--- src/rtl/vlsu_pkg.sv ---
// Shared types and constants for the vector load unit: FSM states,
// the global meta record, the per-beat transaction control record and
// the FIFO entry pushed on every AR handshake.
package vlsu_pkg;

    // An AXI burst may not cross a 4 KiB page and may not exceed 256 beats.
    localparam int unsigned PageBytes     = 4096;
    localparam int unsigned MaxBurstBeats = 256;

    // Address carried in txn records; wide enough for the widest AR address.
    localparam int unsigned TxnAddrWidth = 64;
    // Last-beat nibble count; holds busNibbles for buses up to 1024 bits.
    localparam int unsigned LbnWidth     = 9;

    localparam logic [1:0] BurstIncr = 2'b01;

    typedef enum logic {
        IDLE  = 1'b0,
        ISSUE = 1'b1
    } state_e;

    typedef struct packed {
        logic [63:0] vstart;
        logic [1:0]  sew;
    } meta_glb_t;

    typedef struct packed {
        logic [TxnAddrWidth-1:0] addr;
        logic                    is_head;
        logic [7:0]              rmn_beat;
        logic [LbnWidth-1:0]     lb_n;
        logic                    is_final_txn;
    } txn_ctrl_t;

    typedef struct packed {
        logic [TxnAddrWidth-1:0] addr;
        logic [7:0]              nr_beat;
        logic [LbnWidth-1:0]     lb_n;
        logic                    is_final_txn;
    } txn_entry_t;

endpackage

--- src/rtl/QueueFlow.sv ---
// Small synchronous FIFO with valid/ready on both sides. A push is
// refused while full, even if a pop happens in the same cycle.
module QueueFlow #(
    parameter type         T     = logic,
    parameter int unsigned DEPTH = 4
) (
    input  logic clk_i,
    input  logic rst_ni,
    input  logic push_valid_i,
    input  T     push_data_i,
    output logic push_ready_o,
    output logic pop_valid_o,
    output T     pop_data_o,
    input  logic pop_ready_i
);

    localparam int unsigned PtrWidth = (DEPTH > 1) ? $clog2(DEPTH) : 1;
    localparam int unsigned CntWidth = $clog2(DEPTH + 1);

    T                    mem_q [DEPTH];
    logic [PtrWidth-1:0] wr_ptr_q;
    logic [PtrWidth-1:0] rd_ptr_q;
    logic [CntWidth-1:0] cnt_q;
    logic                push_fire;
    logic                pop_fire;

    function automatic logic [PtrWidth-1:0] next_ptr(input logic [PtrWidth-1:0] p);
        return (p == PtrWidth'(DEPTH - 1)) ? '0 : p + PtrWidth'(1);
    endfunction

    assign push_ready_o = (cnt_q != CntWidth'(DEPTH));
    assign pop_valid_o  = (cnt_q != '0);
    assign pop_data_o   = mem_q[rd_ptr_q];
    assign push_fire    = push_valid_i && push_ready_o;
    assign pop_fire     = pop_valid_o && pop_ready_i;

    // Read/write pointers and occupancy count.
    // NOTE: state is updated with non-blocking assignments so every flop
    // samples the values from before the edge, independent of block order.
    always_ff @(posedge clk_i or negedge rst_ni) begin
        if (!rst_ni) begin
            wr_ptr_q <= '0;
            rd_ptr_q <= '0;
            cnt_q    <= '0;
        end else begin
            if (push_fire) wr_ptr_q <= next_ptr(wr_ptr_q);
            if (pop_fire)  rd_ptr_q <= next_ptr(rd_ptr_q);
            if (push_fire && !pop_fire)      cnt_q <= cnt_q + CntWidth'(1);
            else if (!push_fire && pop_fire) cnt_q <= cnt_q - CntWidth'(1);
        end
    end

    // Entry storage.
    // NOTE: the storage array has no reset; an entry is only ever read after
    // it was written, since occupancy (which is reset) gates pop_valid_o.
    always_ff @(posedge clk_i) begin
        if (push_fire) mem_q[wr_ptr_q] <= push_data_i;
    end

endmodule

--- src/rtl/seq_load_txn_gen.sv ---
// Unit-stride load transaction generator: splits one vector load request
// into AXI INCR bursts (page- and 256-beat-limited), emits one meta record
// per request, and replays each issued burst as per-beat txn records.
module seq_load_txn_gen
    import vlsu_pkg::*;
#(
    parameter int unsigned AxiDataWidth  = 128,
    parameter int unsigned AxiAddrWidth  = 64,
    parameter int unsigned NrOutstanding = 4
) (
    input  logic                    clk_i,
    input  logic                    rst_ni,
    input  logic                    req_valid_i,
    input  logic [AxiAddrWidth-1:0] req_addr_i,
    input  logic [63:0]             req_vstart_i,
    input  logic [63:0]             req_vl_i,
    input  logic [1:0]              req_sew_i,
    output logic                    req_ready_o,
    output logic                    ar_valid_o,
    output logic [AxiAddrWidth-1:0] ar_addr_o,
    output logic [7:0]              ar_len_o,
    output logic [2:0]              ar_size_o,
    output logic [1:0]              ar_burst_o,
    input  logic                    ar_ready_i,
    output logic                    meta_glb_valid_o,
    output meta_glb_t               meta_glb_o,
    input  logic                    meta_glb_ready_i,
    output logic                    txn_ctrl_valid_o,
    output txn_ctrl_t               txn_ctrl_o,
    input  logic                    txn_ctrl_ready_i,
    output logic                    busy_o
);

    localparam int unsigned BusBytes   = AxiDataWidth / 8;
    localparam int unsigned BusNibbles = AxiDataWidth / 4;
    localparam int unsigned SizeLog2   = $clog2(BusBytes);
    localparam int unsigned PageOffW   = $clog2(PageBytes);

    typedef logic [AxiAddrWidth-1:0] addr_t;

    state_e              state_q, state_d;
    addr_t               cur_q, end_q;
    meta_glb_t           meta_q;
    logic                meta_done_q, ar_done_q;
    logic [7:0]          beat_cnt_q;

    logic                req_nonempty, req_accept;
    addr_t               start_addr, end_addr;
    addr_t               cur_aligned, rem_bytes, next_cur, end_m1;
    logic [PageOffW-1:0] page_off;
    logic [31:0]         page_beats;
    logic [AxiAddrWidth:0] need_beats;
    logic [8:0]          beats;
    logic                ar_is_final, ar_fire, meta_fire;
    logic [LbnWidth-1:0] last_bytes, ar_lb_n;
    logic                fifo_push_ready;
    txn_entry_t          push_entry, head_entry;
    logic [7:0]          txn_rmn;
    logic                txn_fire, txn_pop;

    // Request window in bytes; both ends wrap modulo the address width.
    assign req_nonempty = (req_vstart_i < req_vl_i);
    assign start_addr   = req_addr_i + addr_t'(req_vstart_i << req_sew_i);
    assign end_addr     = req_addr_i + addr_t'(req_vl_i << req_sew_i);
    assign req_accept   = req_ready_o && req_valid_i && req_nonempty;

    // Burst sizing from the bus-aligned current address.
    assign cur_aligned = cur_q & ~addr_t'(BusBytes - 1);
    assign page_off    = cur_aligned[PageOffW-1:0];
    assign page_beats  = (PageBytes - 32'(page_off)) >> SizeLog2;
    assign rem_bytes   = end_q - cur_aligned;
    assign need_beats  = ({1'b0, rem_bytes} + (AxiAddrWidth + 1)'(BusBytes - 1)) >> SizeLog2;

    // Burst length is the tightest of the three limits.
    always_comb begin
        beats = 9'(MaxBurstBeats);
        if (page_beats < 32'(beats))                   beats = 9'(page_beats);
        if (need_beats < (AxiAddrWidth + 1)'(beats))   beats = 9'(need_beats);
    end

    assign next_cur    = cur_aligned + (addr_t'(beats) << SizeLog2);
    assign ar_is_final = (next_cur >= end_q);
    assign end_m1      = end_q - addr_t'(1);
    assign last_bytes  = LbnWidth'(end_m1 & addr_t'(BusBytes - 1)) + LbnWidth'(1);
    assign ar_lb_n     = ar_is_final ? (last_bytes << 1) : LbnWidth'(BusNibbles);

    // AR fields depend only on cur_q/end_q, so they hold while stalled.
    assign ar_addr_o  = cur_q;
    assign ar_len_o   = 8'(beats - 9'd1);
    assign ar_size_o  = 3'(SizeLog2);
    assign ar_burst_o = BurstIncr;
    assign ar_fire    = ar_valid_o && ar_ready_i;
    assign meta_fire  = meta_glb_valid_o && meta_glb_ready_i;
    assign meta_glb_o = meta_q;

    // FSM state register.
    always_ff @(posedge clk_i or negedge rst_ni) begin
        if (!rst_ni) state_q <= IDLE;
        else         state_q <= state_d;
    end

    // Next state and handshake outputs; ISSUE ends once both the final AR
    // and the meta record have gone out, whichever comes last.
    // NOTE: every output of this block gets a default first so no path
    // leaves it unassigned, which would otherwise infer a latch.
    always_comb begin
        state_d          = state_q;
        req_ready_o      = 1'b0;
        meta_glb_valid_o = 1'b0;
        ar_valid_o       = 1'b0;
        case (state_q)
            IDLE: begin
                req_ready_o = 1'b1;
                if (req_valid_i && req_nonempty) state_d = ISSUE;
            end
            ISSUE: begin
                meta_glb_valid_o = !meta_done_q;
                ar_valid_o       = !ar_done_q && fifo_push_ready;
                if ((ar_done_q || (ar_valid_o && ar_ready_i && ar_is_final)) &&
                    (meta_done_q || (meta_glb_valid_o && meta_glb_ready_i)))
                    state_d = IDLE;
            end
            default: state_d = IDLE;
        endcase
    end

    // Per-request registers: address walk, window end, meta and done flags.
    always_ff @(posedge clk_i or negedge rst_ni) begin
        if (!rst_ni) begin
            cur_q       <= '0;
            end_q       <= '0;
            meta_q      <= '0;
            meta_done_q <= 1'b0;
            ar_done_q   <= 1'b0;
        end else if (req_accept) begin
            cur_q       <= start_addr;
            end_q       <= end_addr;
            meta_q      <= '{vstart: req_vstart_i, sew: req_sew_i};
            meta_done_q <= 1'b0;
            ar_done_q   <= 1'b0;
        end else begin
            if (ar_fire) begin
                cur_q <= next_cur;
                if (ar_is_final) ar_done_q <= 1'b1;
            end
            if (meta_fire) meta_done_q <= 1'b1;
        end
    end

    assign push_entry = '{addr:         TxnAddrWidth'(cur_q),
                          nr_beat:      ar_len_o,
                          lb_n:         ar_lb_n,
                          is_final_txn: ar_is_final};

    QueueFlow #(
        .T     (txn_entry_t),
        .DEPTH (NrOutstanding)
    ) i_txn_fifo (
        .clk_i        (clk_i),
        .rst_ni       (rst_ni),
        .push_valid_i (ar_fire),
        .push_data_i  (push_entry),
        .push_ready_o (fifo_push_ready),
        .pop_valid_o  (txn_ctrl_valid_o),
        .pop_data_o   (head_entry),
        .pop_ready_i  (txn_pop)
    );

    // Per-beat view of the FIFO head; the entry leaves on its last beat.
    assign txn_rmn    = head_entry.nr_beat - beat_cnt_q;
    assign txn_ctrl_o = '{addr:         head_entry.addr,
                          is_head:      (beat_cnt_q == 8'd0),
                          rmn_beat:     txn_rmn,
                          lb_n:         head_entry.lb_n,
                          is_final_txn: head_entry.is_final_txn};
    assign txn_fire   = txn_ctrl_valid_o && txn_ctrl_ready_i;
    assign txn_pop    = txn_fire && (txn_rmn == 8'd0);
    assign busy_o     = (state_q != IDLE) || txn_ctrl_valid_o;

    // Beat counter within the head burst.
    always_ff @(posedge clk_i or negedge rst_ni) begin
        if (!rst_ni)       beat_cnt_q <= 8'd0;
        else if (txn_pop)  beat_cnt_q <= 8'd0;
        else if (txn_fire) beat_cnt_q <= beat_cnt_q + 8'd1;
    end

endmodule

--- config.mk ---
export PLATFORM = sky130hd
export DESIGN_NAME = seq_load_txn_gen
export DESIGN_NICKNAME = d
export VERILOG_FILES = /design/src/rtl/vlsu_pkg.sv /design/src/rtl/QueueFlow.sv /design/src/rtl/seq_load_txn_gen.sv
export SDC_FILE = /design/constraint.sdc
export NUM_CORES = 2
export LEC_CHECK = 0
export ABC_AREA = 0
export CAP_MARGIN = 20
export CORE_ASPECT_RATIO = 0.6
export CORE_MARGIN = 3
export CORE_UTILIZATION = 53
export DETAILED_ROUTE_END_ITERATION = 12
export MAX_ROUTING_LAYER = met4
export PLACE_DENSITY = 0.84
export SYNTH_ARGS = -nofsm -noshare
export SYNTH_HDL_FRONTEND = slang
export SYNTH_SLANG_ARGS = --single-unit
--- constraint.sdc ---
create_clock -name clk_i -period 10.8 [get_ports clk_i]
set_input_delay 2.7 -clock clk_i [delete_from_list [all_inputs] [get_ports clk_i]]
set_output_delay 2.7 -clock clk_i [all_outputs]
set_load 0.1 [all_outputs]
==> summary.md <==
| Metric | Value |
|---|---|
| Ratio of cells with drive above 1 in the final layout | around a fifth |
| Post-synth top cells | sky130_fd_sc_hd__ha_1, sky130_fd_sc_hd__edfxtp_1, sky130_fd_sc_hd__nand2_1 |
| Max FO, Critical Path | 8 |
| Result of the run | finished with violations |
| Number of flip-flops and latches in the synthesized netlist | between 500 and 600 |
| Average cell area after synthesis | slightly above 10 µm² |
| Total DRC errors in the routed layout | 0 |
| Pre-CTS WS | -0.4543 ns |
| Remaining antenna violation count after routing | 0 |
| Synth async-reset ratio | 40.46% |
| Post-synth cell types | 96 |
| Worst Path Class, Setup | register to register |
| Overall routed net length | between 100000 and 150000 µm |
| Final critical-path share of the clock period | 100.4% |
| CTS H-tree depth | 2 |
| Main flop type after synthesis | sky130_fd_sc_hd__edfxtp_1 |
| Final count of hold timing violations | 0 |
| Synthesis-to-layout area growth | 24.74% |
| Die Wd | 363.2 µm |
| Critical path's slowest cell | sky130_fd_sc_hd__or4_4 |
| Number of I/O port buffers | approximately 420 |
| Max stage delay on crit path | 0.64 ns |
| Tmin final | around 11 ns |
| Max_slew headroom | between 20% and 30% |
| Overflow left after global routing | 0 |
| Worst min-delay path category | register to register |
| Std-Cell Rows | 77 |
| Portion of the post-synthesis area used by sequential elements | a little over a third |
| Iteration count of the initial detailed-routing pass | 5 |
| Placed insts | 5575 |
| Initial core utilization | 54.28% |
| Post-DR vias/cell | about 6.3 |
| Worst setup skew after layout | about 0.02 ns |
| Wire length per cell after detailed routing | roughly 24 µm |
| Final core area utilization | between 60% and 70% |
| Worst hold slack after final layout | 0.4807 ns |
| TritonCTS Sinks | roughly 520 |
| Combined area of all synthesized cells | between 0.04 and 0.05 mm² |
| Clock insertion delay at the later pin of the skew report | about 0.65 ns |
| Buffers plus inverters on the worst setup path | 6 |
| Vias | around 36000 |
| First-pass GRT wire length | between 200000 and 250000 µm |
| Via count of the first global-routing pass | 34240 |
| Multi-input logic area | between 0.02 and 0.025 mm² |
| Overall track demand over capacity in global routing | between 30% and 40% |
| Most numerous cell in the Yosys netlist | sky130_fd_sc_hd__ha_1 |
| Number of standard cells after synthesis | about 4000 |
| Deepest clock path buffer count | 3 |
| TritonCTS clock tree | yes |
| Critical path endpoint category | register |
| Ranking of synthesized cells by area | sky130_fd_sc_hd__edfxtp_1, sky130_fd_sc_hd__dfrtp_1, sky130_fd_sc_hd__mux4_2 |
| Layout Cells excl Fill | around 5700 |
| Total Die Area | ~0.08 mm² |
| Core Footprint | ~0.075 mm² |
| Fraction of post-synthesis cell area in the top cell type by area | a little under a quarter |
| Count of warnings emitted by yosys | 0 |
| Routability-driven placement congestion ratio | 1.039 |
| Top-level port count | about 430 |
| Flip-flop and latch area | ~0.015 mm² |
| EDFF count, synth | around 310 |
| Post-CTS Hold Fix Bufs | 0 |
| Die extent in y | roughly 220 µm |
| Number of buffers created by CTS | 50 |
| Reported max-cap violation count | 0 |
| Final slew viol count | 0 |
| Violations in the final reports | setup timing |
| Count of fill cells added during filler insertion | roughly 5600 |
| RSZ-0062 raised after global routing | yes |
| Final count of negative-setup-slack endpoints | 16 |
| Clock Pin Slew Worst Setup and Hold Paths | about 0.070 ns |
| Initial DRC Count | roughly 4500 |
| Transition time of the tightest slew-check pin | ~1.1 ns |
| Required time at the endpoint of the critical path | between 10 and 15 ns |
| Number of nets in the layout | between 5000 and 6000 |
| HPWL reported at the end of detailed placement | ~110000 µm |
| Crit path DAT | ~11 ns |
| Startpoint types | register |
| Crit path max-delay family | simple AND/OR/NAND/NOR gates |
| Library cell with the largest summed area after synthesis | sky130_fd_sc_hd__edfxtp_1 |
| Max Clk Rate | 92.26 MHz |
| Root cell of the clock tree | sky130_fd_sc_hd__clkbuf_16 |
| Number of antenna violations at the first check in global routing | 3 |
| Maximum number of pins on one net before global-route repair | approximately 190 |
| PnR worst setup slack | -0.03885 ns |
## routing by layer
metal / track usage [%] / vias to the layer above / routed length, µm
met5: - / - / 0
met4: 5.996 / 0 / 2392
met3: 11.27 / 171 / 18670
met2: 46.52 / 2037 / 55040
met1: 51.36 / 17480 / 60440
li1: - / 16200 / -
## timing repair
item | in CTS | in global routing
endpoints found under the setup margin | 26 | 27
pin swaps | 18 | 15
buffers inserted | 8 | 11
gates resized for setup | 22 | 44
## placed cells by master (no fill, tap or decap), types with 18 or more instances in the layout
| master | synthesis | final |
|---|---|---|
| sky130_fd_sc_hd__mux4_2 | 198 | 198 |
| sky130_fd_sc_hd__dfrtp_2 | 0 | 24 |
| sky130_fd_sc_hd__mux2i_1 | 20 | 19 |
| sky130_fd_sc_hd__edfxtp_1 | 312 | 312 |
| sky130_fd_sc_hd__nor2b_1 | 50 | 50 |
| sky130_fd_sc_hd__ha_1 | 343 | 338 |
| sky130_fd_sc_hd__nand4_1 | 71 | 71 |
| sky130_fd_sc_hd__clkdlybuf4s50_1 | 0 | 407 |
| sky130_fd_sc_hd__nand2_1 | 297 | 294 |
| sky130_fd_sc_hd__nand2b_1 | 44 | 43 |
| sky130_fd_sc_hd__clkbuf_16 | 0 | 51 |
| sky130_fd_sc_hd__o21ai_0 | 232 | 220 |
| sky130_fd_sc_hd__o21a_1 | 37 | 37 |
| sky130_fd_sc_hd__xor2_1 | 85 | 85 |
| sky130_fd_sc_hd__a31oi_1 | 44 | 43 |
| sky130_fd_sc_hd__or2_2 | 19 | 18 |
| sky130_fd_sc_hd__nor3_1 | 72 | 69 |
| sky130_fd_sc_hd__o21bai_1 | 42 | 42 |
| sky130_fd_sc_hd__and4_1 | 20 | 20 |
| sky130_fd_sc_hd__a21o_1 | 155 | 155 |
| sky130_fd_sc_hd__inv_1 | 292 | 290 |
| sky130_fd_sc_hd__mux2_2 | 75 | 74 |
| sky130_fd_sc_hd__xnor2_1 | 218 | 215 |
| sky130_fd_sc_hd__o211ai_1 | 19 | 19 |
| sky130_fd_sc_hd__nand3_1 | 94 | 92 |
| sky130_fd_sc_hd__a21oi_1 | 243 | 234 |
| sky130_fd_sc_hd__dfrtp_1 | 212 | 177 |
| sky130_fd_sc_hd__or3_1 | 26 | 24 |
| sky130_fd_sc_hd__and3_1 | 49 | 45 |
| sky130_fd_sc_hd__and2_1 | 31 | 30 |
| sky130_fd_sc_hd__nor2_1 | 236 | 232 |
| sky130_fd_sc_hd__a211oi_1 | 33 | 30 |
| sky130_fd_sc_hd__buf_4 | 9 | 369 |
## state kept, by name, indices dropped and copies added (netlist names)
register and count:
i_txn_fifo.rd_ptr_q 2, end_q 64, meta_done_q 1, i_txn_fifo.mem_q 312, i_txn_fifo.cnt_q 3, beat_cnt_q 8, state_q 1, meta_glb_o 66
ar_addr_o 64, i_txn_fifo.wr_ptr_q 2, ar_done_q 1
## worst register-to-register path: cells and delay by family, from the launching register on
family,cells,cell delay [ns]
AND/OR/NAND/NOR,18,4.56
AO/OA/AOI/OAI,19,3.15
adder cells (fa/ha/maj),4,1.20
buffers and inverters,6,0.79
flip-flops,1,0.49
multiplexers,1,0.31
XOR/XNOR,1,0.07
## final timing paths
check / from / endpoint / slack, ns / depth (start not counted)
worst max-delay path: ar_addr_o[4] / i_txn_fifo.mem_q[1][0] / -0.04 / 49
worst min-delay path: end_q[4] / end_q[4] / 0.48 / 2
worst max register to register: ar_addr_o[4] / i_txn_fifo.mem_q[1][0] / -0.04 / 49
worst min register to register: end_q[4] / end_q[4] / 0.48 / 2
max in group asynchronous: rst_ni / ar_addr_o[35] / 7.46 / 2
min in group asynchronous: rst_ni / ar_addr_o[0] / 1.99 / 1
## logic make-up after synthesis
logic type,share of synthesized area (%)
AO/OA/AOI/OAI,15.47
buffers and inverters,4.227
XOR/XNOR,6.540
flip-flops,36.16
other,0.01851
multiplexers,13.56
adder cells (fa/ha/maj),10.87
AND/OR/NAND/NOR,13.14
## through the flow
step           TNS [ns]  area (µm²)
3_3_place_gp     -4.402       48470
3_5_place_dp     -11.20       48470
4_1_cts               0       50330
6_report        -0.2701       50620
5_1_grt          -9.294       50620
2_1_floorplan    -1.523       40870
## final cells by class
| type | instances | share of cell area, % |
|---|---|---|
| clock inverter | 29 | 0.6575 |
| tap | 987 | 2.440 |
| sequential | 524 | 29.13 |
| inverter | 293 | 2.180 |
| antenna | 2 | 0.009888 |
| timing repair buffer | 795 | 14.12 |
| clock buffer | 65 | 2.724 |
| multi-input combinational | 2996 | 48.73 |
Power is not shown: default switching activity piles up to over one toggle a cycle in this logic, so the estimate is an artifact.
